--- src/rtl/mem_arbiter.sv ---
// mem_arbiter: single-outstanding arbiter that places the I-cache line read,
// D-cache line read and D-cache word write streams onto one memory port.
// Fixed priority (write > D read > I read) with an aging override for I fetch.
module mem_arbiter #(
   parameter int ADDR_WIDTH   = 26,
   parameter int DATA_WIDTH   = 32,
   parameter int LINE_WORDS   = 4,
   parameter int STARVE_LIMIT = 16
) (
   input  logic                  clk,
   input  logic                  rst_n,
   input  logic                  ic_rd_req,
   input  logic [ADDR_WIDTH-1:0] ic_rd_addr,
   output logic                  ic_rd_valid,
   output logic [DATA_WIDTH-1:0] ic_rd_data,
   output logic                  ic_rd_ack,
   input  logic                  dc_rd_req,
   input  logic [ADDR_WIDTH-1:0] dc_rd_addr,
   output logic                  dc_rd_valid,
   output logic [DATA_WIDTH-1:0] dc_rd_data,
   output logic                  dc_rd_ack,
   input  logic                  dc_wr_req,
   input  logic [ADDR_WIDTH-1:0] dc_wr_addr,
   input  logic [DATA_WIDTH-1:0] dc_wr_data,
   output logic                  dc_wr_ack,
   output logic                  mem_cmd_valid,
   input  logic                  mem_cmd_ready,
   output logic                  mem_cmd_write,
   output logic [ADDR_WIDTH-1:0] mem_cmd_addr,
   output logic [DATA_WIDTH-1:0] mem_wr_data,
   input  logic                  mem_rd_valid,
   input  logic [DATA_WIDTH-1:0] mem_rd_data,
   output logic                  busy
);
   localparam int BEAT_W  = $clog2(LINE_WORDS);
   localparam int ALIGN_W = BEAT_W + 2;
   localparam int WAIT_W  = $clog2(STARVE_LIMIT + 1);
   localparam logic [ADDR_WIDTH-1:0] LINE_MASK = ~ADDR_WIDTH'((1 << ALIGN_W) - 1);
   localparam logic [WAIT_W-1:0]     WAIT_MAX  = WAIT_W'(STARVE_LIMIT);
   localparam logic [BEAT_W-1:0]     LAST_BEAT = BEAT_W'(LINE_WORDS - 1);

   typedef enum logic [1:0] {IDLE, CMD, RDATA, DONE} state_e;
   typedef enum logic [1:0] {OWN_IC, OWN_DR, OWN_DW} owner_e;

   state_e                  state_q, state_d;
   owner_e                  owner_q, owner_d;
   logic [BEAT_W-1:0]       beat_q, beat_d;
   logic [WAIT_W-1:0]       ic_wait_q, ic_wait_d;
   logic                    cmd_valid_q, cmd_valid_d;
   logic                    cmd_write_q, cmd_write_d;
   logic [ADDR_WIDTH-1:0]   cmd_addr_q, cmd_addr_d;
   logic [DATA_WIDTH-1:0]   wr_data_q, wr_data_d;
   logic                    ic_ack_q, ic_ack_d;
   logic                    dr_ack_q, dr_ack_d;
   logic                    dw_ack_q, dw_ack_d;
   logic                    busy_q, busy_d;
   logic                    grant, ic_grant, finish, rd_phase;

   // Next-state: grant in IDLE, command handshake, beat counting, ack pulse.
   always_comb begin
      state_d     = state_q;
      owner_d     = owner_q;
      beat_d      = beat_q;
      cmd_valid_d = 1'b0;
      cmd_write_d = cmd_write_q;
      cmd_addr_d  = cmd_addr_q;
      wr_data_d   = wr_data_q;
      grant       = 1'b0;
      finish      = 1'b0;
      case (state_q)
         IDLE: begin
            grant = 1'b1;
            if (ic_rd_req && ic_wait_q == WAIT_MAX) owner_d = OWN_IC;
            else if (dc_wr_req)                     owner_d = OWN_DW;
            else if (dc_rd_req)                     owner_d = OWN_DR;
            else if (ic_rd_req)                     owner_d = OWN_IC;
            else                                    grant   = 1'b0;
            if (grant) begin
               state_d     = CMD;
               cmd_valid_d = 1'b1;
               cmd_write_d = (owner_d == OWN_DW);
               case (owner_d)
                  OWN_DW:  cmd_addr_d = dc_wr_addr;
                  OWN_DR:  cmd_addr_d = dc_rd_addr & LINE_MASK;
                  default: cmd_addr_d = ic_rd_addr & LINE_MASK;
               endcase
               wr_data_d = (owner_d == OWN_DW) ? dc_wr_data : '0;
            end
         end
         CMD: begin
            cmd_valid_d = 1'b1;
            if (mem_cmd_ready) begin
               cmd_valid_d = 1'b0;
               if (cmd_write_q) begin
                  state_d = DONE;
                  finish  = 1'b1;
               end else begin
                  beat_d  = '0;
                  state_d = RDATA;
               end
            end
         end
         RDATA: begin
            if (mem_rd_valid) begin
               beat_d = beat_q + 1'b1;
               if (beat_q == LAST_BEAT) begin
                  state_d = DONE;
                  finish  = 1'b1;
               end
            end
         end
         default: state_d = IDLE;
      endcase
      ic_grant = grant && (owner_d == OWN_IC);
      ic_ack_d = finish && (owner_q == OWN_IC);
      dr_ack_d = finish && (owner_q == OWN_DR);
      dw_ack_d = finish && (owner_q == OWN_DW);
      busy_d   = (state_d != IDLE);
   end

   // Aging: count cycles a pending I fetch is passed over, saturating.
   always_comb begin
      ic_wait_d = ic_wait_q;
      if (!ic_rd_req || ic_grant)    ic_wait_d = '0;
      else if (ic_wait_q != WAIT_MAX) ic_wait_d = ic_wait_q + 1'b1;
   end

   // State and registered outputs; reset abandons any in-flight transaction.
   always_ff @(posedge clk or negedge rst_n) begin
      if (!rst_n) begin
         state_q     <= IDLE;
         owner_q     <= OWN_IC;
         beat_q      <= '0;
         ic_wait_q   <= '0;
         cmd_valid_q <= 1'b0;
         cmd_write_q <= 1'b0;
         cmd_addr_q  <= '0;
         wr_data_q   <= '0;
         ic_ack_q    <= 1'b0;
         dr_ack_q    <= 1'b0;
         dw_ack_q    <= 1'b0;
         busy_q      <= 1'b0;
      end else begin
         state_q     <= state_d;
         owner_q     <= owner_d;
         beat_q      <= beat_d;
         ic_wait_q   <= ic_wait_d;
         cmd_valid_q <= cmd_valid_d;
         cmd_write_q <= cmd_write_d;
         cmd_addr_q  <= cmd_addr_d;
         wr_data_q   <= wr_data_d;
         ic_ack_q    <= ic_ack_d;
         dr_ack_q    <= dr_ack_d;
         dw_ack_q    <= dw_ack_d;
         busy_q      <= busy_d;
      end
   end

   // Read beats go straight through to the owner with no added latency.
   assign rd_phase    = (state_q == RDATA);
   assign ic_rd_valid = rd_phase && (owner_q == OWN_IC) && mem_rd_valid;
   assign dc_rd_valid = rd_phase && (owner_q == OWN_DR) && mem_rd_valid;
   assign ic_rd_data  = (rd_phase && owner_q == OWN_IC) ? mem_rd_data : '0;
   assign dc_rd_data  = (rd_phase && owner_q == OWN_DR) ? mem_rd_data : '0;

   assign mem_cmd_valid = cmd_valid_q;
   assign mem_cmd_write = cmd_write_q;
   assign mem_cmd_addr  = cmd_addr_q;
   assign mem_wr_data   = wr_data_q;
   assign ic_rd_ack     = ic_ack_q;
   assign dc_rd_ack     = dr_ack_q;
   assign dc_wr_ack     = dw_ack_q;
   assign busy          = busy_q;
endmodule

--- config.mk ---
export PLATFORM = sky130hd
export DESIGN_NAME = mem_arbiter
export DESIGN_NICKNAME = d
export VERILOG_FILES = /design/src/rtl/mem_arbiter.sv
export SDC_FILE = /design/constraint.sdc
export NUM_CORES = 1
export LEC_CHECK = 0
export CORE_AREA = 2 2 79 156
export DETAILED_ROUTE_END_ITERATION = 6
export DIE_AREA = 0 0 81 158
export PLACE_DENSITY = 0.83
export SETUP_SLACK_MARGIN = 0.3
export SYNTH_ARGS = -nofsm -noshare
export SYNTH_HDL_FRONTEND = slang
export SYNTH_SLANG_ARGS = --single-unit
--- constraint.sdc ---
create_clock -name clk -period 3 [get_ports clk]
set_clock_uncertainty 0.1 [all_clocks]
set_input_delay 0.9 -clock clk [delete_from_list [all_inputs] [get_ports clk]]
set_output_delay 0.9 -clock clk [all_outputs]
set_load 0.005 [all_outputs]
Word-level counts from Yosys, hierarchy flattened
Cells that the tools add are included.

cells by class
  add/sub/neg operators = 2
  eq/ne operators = 12
  multiplexer cells = 36
  reductions and logical operators = 19

operator list
  operator                                             number
  two-way mux 32 bit                                   3
  case mux 26 bit (2 select lines)                     1
  two-way mux 2 bit                                    13
  two-way mux 1 bit                                    13
  two-way mux 5 bit                                    2
  logical AND 1 bit                                    9
  equality test 2 bit, second input constant           4
  equality test 2 x 1 -> 1 bit, second input constant  3
  logical NOT 2 bit                                    3
  inequality test 2 bit, second input constant         3
  case mux 2 bit (3 select lines)                      1
  nonzero test 2 bit                                   3
  adder 5 x 1 -> 5 bit, second input constant          1
  equality test 5 bit, second input constant           1
  inequality test 5 bit, second input constant         1
  case mux 1 bit (2 select lines)                      2
  case mux 2 bit (2 select lines)                      1
  AND reduction 4 bit                                  1
  adder 2 x 1 -> 2 bit, second input constant          1
  AND reduction 2 bit                                  1
  logical NOT 1 bit                                    1
  logical OR 1 bit                                     1

storage, ports and cells
  flip-flop bits (word level) = 75
  bits of input ports = 149
  output and inout bits = 130

Depth between registers and ports, before layout
  depth after elaboration = 10
  gate-level depth with buffers = 11
  gate-level depth less buffers = 9

Least setup slack after synthesis
No wires, ideal clock.

  path kind = input to register
  start = input ic_rd_req
  end = register cmd_addr_q[18] (netlist: mem_cmd_addr[18])
  library setup time = 0.135 ns
  data arrival time = 2.333 ns
  path slack = 0.433 ns
  stages on the path = 8
  path through = clkbuf_1 > nand2_1 > a22o_1 > ha_1 > buf_2 > clkbuf_1 > a221oi_1 > o31ai_1

between the ends
  word-level cells in the longest chain between the ends = 7
  elaborated cells between the ends (all ways) = 15
  those cells by class = eq/ne: 2; mux: 11; reduce/logical: 2

ends and longest elaborated chain
  item                                                                        RTL line  source
  from (decl)                                                                 12        input logic ic_rd_req,
  two-way mux 2 bit                                                           76        else if (ic_rd_req) owner_d = OWN_IC;
  two-way mux 2 bit                                                           75        else if (dc_rd_req) owner_d = OWN_DR;
  two-way mux 2 bit                                                           74        else if (dc_wr_req) owner_d = OWN_DW;
  two-way mux 2 bit                                                           73        if (ic_rd_req && ic_wait_q == WAIT_MAX) owner_d = OWN_IC;
  two-way mux 2 bit                                                           70        case (state_q)
  equality test 2 x 1 -> 1 bit / equality test 2 bit (equally long branches)  82        case (owner_d)
  case mux 26 bit (2 select lines)                                            82
  to (signal assigned)                                                        150       cmd_addr_q <= cmd_addr_d;
  to (decl)                                                                   51        logic [ADDR_WIDTH-1:0] cmd_addr_q, cmd_addr_d;

Parallel ways exist; a longest one is shown, timed or not. The select of a mux whose other input is x is not followed.
A chain may end at the register's enable or synchronous reset.

Worst setup path after layout
  start = register state_q[0]
  end = output ic_rd_data[11]

between the ends
  word-level cells in the longest chain between the ends = 3

ends and longest elaborated chain
  item                    RTL line  source
  from (decl)             45        state_e state_q, state_d;
  from (signal assigned)  144       state_q <= state_d;
  equality test 2 bit     160       assign rd_phase = (state_q == RDATA);
  logical AND 1 bit       163       assign ic_rd_data = (rd_phase && owner_q == OWN_IC) ? mem_rd_data : '0;
  two-way mux 32 bit      163
  to (decl)               15        output logic [DATA_WIDTH-1:0] ic_rd_data,

Every way passes these cells.

==> impl_metrics.csv <==
group,metric,value,unit
status,status,"finished, final reports clean",
place,placed_cell_area,7040,sq um
global_routing,antenna_found_initial,7,
critical_path,cp_cell_sequence,"inv_2 -> ha_4 -> inv_6 -> nor3_4 -> buf_6 -> buf_6 -> buf_6 -> buf_16 -> and2_1 -> buf_2",
cells_and_area,nNetsFinal,911,
clocking,cts_tree,"done",
synthesis,ys_warn_count,0,
synthesis,async_flop_share,100,%
floorplanning,die_area,12800,sq um
global_routing,globalRouteOverflowTotal,0,
critical_path,startpoint_type,"flop",
clocking,htree_num_levels,3,
sta,finalSetupViolations,0,
power_and_ir_drop,power.leakage,0.00365,uW
place,dp_hpwl,13000,um
synthesis,yosys_register_bits,75,
routing,wl_per_cell,20.3,um
sta,rsz0062_at_grt,"true",
routing,antenna_left,0,
synthesis,ys_top_cells_by_area,"dfrtp_1 (46%), and2_1 (9.9%), nand2_1 (9.1%)",
sta,hold_viol,0,
clocking,clockBufferDepth,2,
routing,wl,18500,um
critical_path,critPathKind,"flop to primary output",
sta,timing.slew.headroom,36.8,%
critical_path,max_stage_delay,0.39,ns
floorplanning,core-area,11600,sq um
clocking,clk_pin_slew,0.06,ns
sta,worstMarginPinSlew,0.948,ns
global_routing,grt_use_total,27.5,%
synthesis,synthFlopType,"dfrtp_1",
routing,drt-initial-drc-count,195,
critical_path,worstPathArrival,1.89,ns
cells_and_area,n_fill_cell,846,
place,port_buffers,270,
critical_path,critPathCaptureType,"primary output",
synthesis,synth_edf_count,0,
routing,dr.pass1.iters,5,
synthesis,post-synth-top-area-cell,"dfrtp_1",
synthesis,synth_cells,455,
critical_path,required,2.00,ns
power_and_ir_drop,ir_worst_vdd,0.000401,V
global_routing,grt_pass1_vias,4955,
critical_path,worst-path-stages,10,
cells_and_area,drive_above_1_share,25.2,%
synthesis,synth_fp_nets,614,
run,drv_cap,0,
cells_and_area,final_cell_mix,"clkdlybuf4s50_1 (182), nand2_1 (97), dfrtp_1 (73), buf_6 (50), and2_4 (48)",
synthesis,synth.cell_area,4060,sq um
synthesis,ys_seq_area_share,46.3,%
synthesis,synth_top_area_share,46.3,%
clocking,clk_latency,0.33,ns
global_routing,grt_start_max_net_pins,76,
floorplanning,rows,56,
critical_path,cp_max_fo,8,
sta,maxSlewViolCount,0,
critical_path,r2r_cells,9,
routing,vias_per_cell,5.31,
floorplanning,die_h,158,um
cells_and_area,postLayoutCellArea,7960,sq um
critical_path,crit_path_frequent_cell,"buf_6",
sta,fmax,0.346,GHz
sta,hold_ws,0.376,ns
power_and_ir_drop,power_density,755,nW/um^2
critical_path,cp.buffers_inverters,7,
critical_path,cpMaxStageDelayCell,"dfrtp_1",
cells_and_area,mostFrequentLayoutCell,"clkdlybuf4s50_1",
synthesis,synth_area_per_cell,8.92,sq um
clocking,clock_sinks,75,
cells_and_area,area_growth,96.2,%
synthesis,ys_types,38,
floorplanning,start_util,34.9,%
clocking,cts_buffers,9,
floorplanning,ios,279,
floorplanning,die_w,81,um
routing,drc,0,
hold_path,worstHoldPathType,"flop to flop",
sta,min_period_over_period,96.4,%
clocking,root_buffer,"clkbuf_16",
sta,period_needed,2.89,ns
global_routing,grt_pass1_wl,26000,um
hold_path,holdPathStages,2,
routing,vias,4824,
critical_path,crit_family,"buffers and inverters",
place,gp_congestion,0.810,
cells by family after synthesis:
logic type | count (synthesis) | share of synthesized area (%)
and+or+nand+nor | 220 | 27.4
AOI/OAI and AO/OA | 102 | 17.5
DFF | 75 | 46.3
buffers and inverters | 42 | 4.35
adders and majority gates | 10 | 3.08
xor gates and xnor gates | 4 | 0.864
muxes | 2 | 0.524
routing by layer:
layer / vias to the layer above / global-route usage (%) / share of wire (%)
met4: 2 / 10.3 / 4.9
met1: 2304 / 27.7 / 33
met5: - / 0 / 0.070
li1: 2152 / - / -
met2: 305 / 51.2 / 53
met3: 61 / 8.67 / 9.3
where the power goes:
part           switching (uW)  total (uW)  internal (uW)  leakage [uW]
registers                 260        1700           1440      0.000970
logic                    1380        3230           1850       0.00253
clock network             416        1080            666      0.000148
stage by stage:
step                utilization [%]  cells  power (uW)  TNS, ns  worst slack, ns
floorplan                         -    455        2770        0            0.433
global placement               60.5    857        4290    -2.18           -0.191
detailed placement             60.5    857        4400    -2.97           -0.198
CTS                            65.3    892        5800        0            0.105
global route                   68.3    903        6380        0           0.0489
finish                         68.4    909        6010        0            0.108
state kept, by name, summed over array words and instances (netlist names):
register       flops
owner_q            2
state_q            2
mem_cmd_addr      26
dc_rd_ack          1
ic_wait_q          5
mem_cmd_write      1
beat_q             2
ic_rd_ack          1
busy               1
mem_wr_data       32
dc_wr_ack          1
mem_cmd_valid      1
tightest hold or removal path: cells and delay by family, from the launching register on:
kind            cells  cell delay, ns
simple gates        1            0.04
flops               1            0.33
compound gates      1            0.06
what timing repair did:
item                                    CTS  global route
endpoints found under the setup margin   88            87
gates resized for setup                 278           100
endpoints found under the hold margin     0             0
gates cloned                              4             2
pin swaps                                22            10
buffers inserted                         15             8
hold buffers                              0             0
worst paths after layout:
path / slack [ns] / startpoint / endpoint
max: 0.11 / state_q[0] / ic_rd_data[11]
min: 0.38 / mem_wr_data[20] / mem_wr_data[20]
max reg2reg: 0.31 / ic_wait_q[0] / mem_cmd_addr[17]
min reg2reg: 0.38 / mem_wr_data[20] / mem_wr_data[20]
max in group asynchronous: 1.50 / rst_n / state_q[1]
min in group asynchronous: 0.62 / rst_n / mem_wr_data[11]
cell usage after synthesis (2+ instances only):
library cell and count:
buf_4 3, and2_1 64, nor2_1 9, a22oi_1 2, a221oi_1 22, nand3_1 4
dfrtp_1 75, nor3_1 5, ha_1 10, nor3b_1 5, nor2b_1 24, xor2_1 2
a32o_1 2, o21a_1 2, and3_1 3, nand2_1 98, o21ai_0 39, nand2b_1 5
inv_1 6, o31ai_1 22, xnor2_1 2, clkbuf_1 27, buf_2 6, a21oi_1 4
area by class of cell:
type                       instances  area [sq um]  share of cell area (%)
antenna                            7          17.5                   0.220
clock buffer                      10           239                    3.00
clock inverter                     6          65.1                   0.817
inverter                           6          27.5                   0.346
multi-input combinational        338          2220                    27.9
sequential                        75          1880                    23.6
tap                              145           181                    2.28
timing repair buffer             322          3330                    41.8
(Power assumes the default switching activity.)
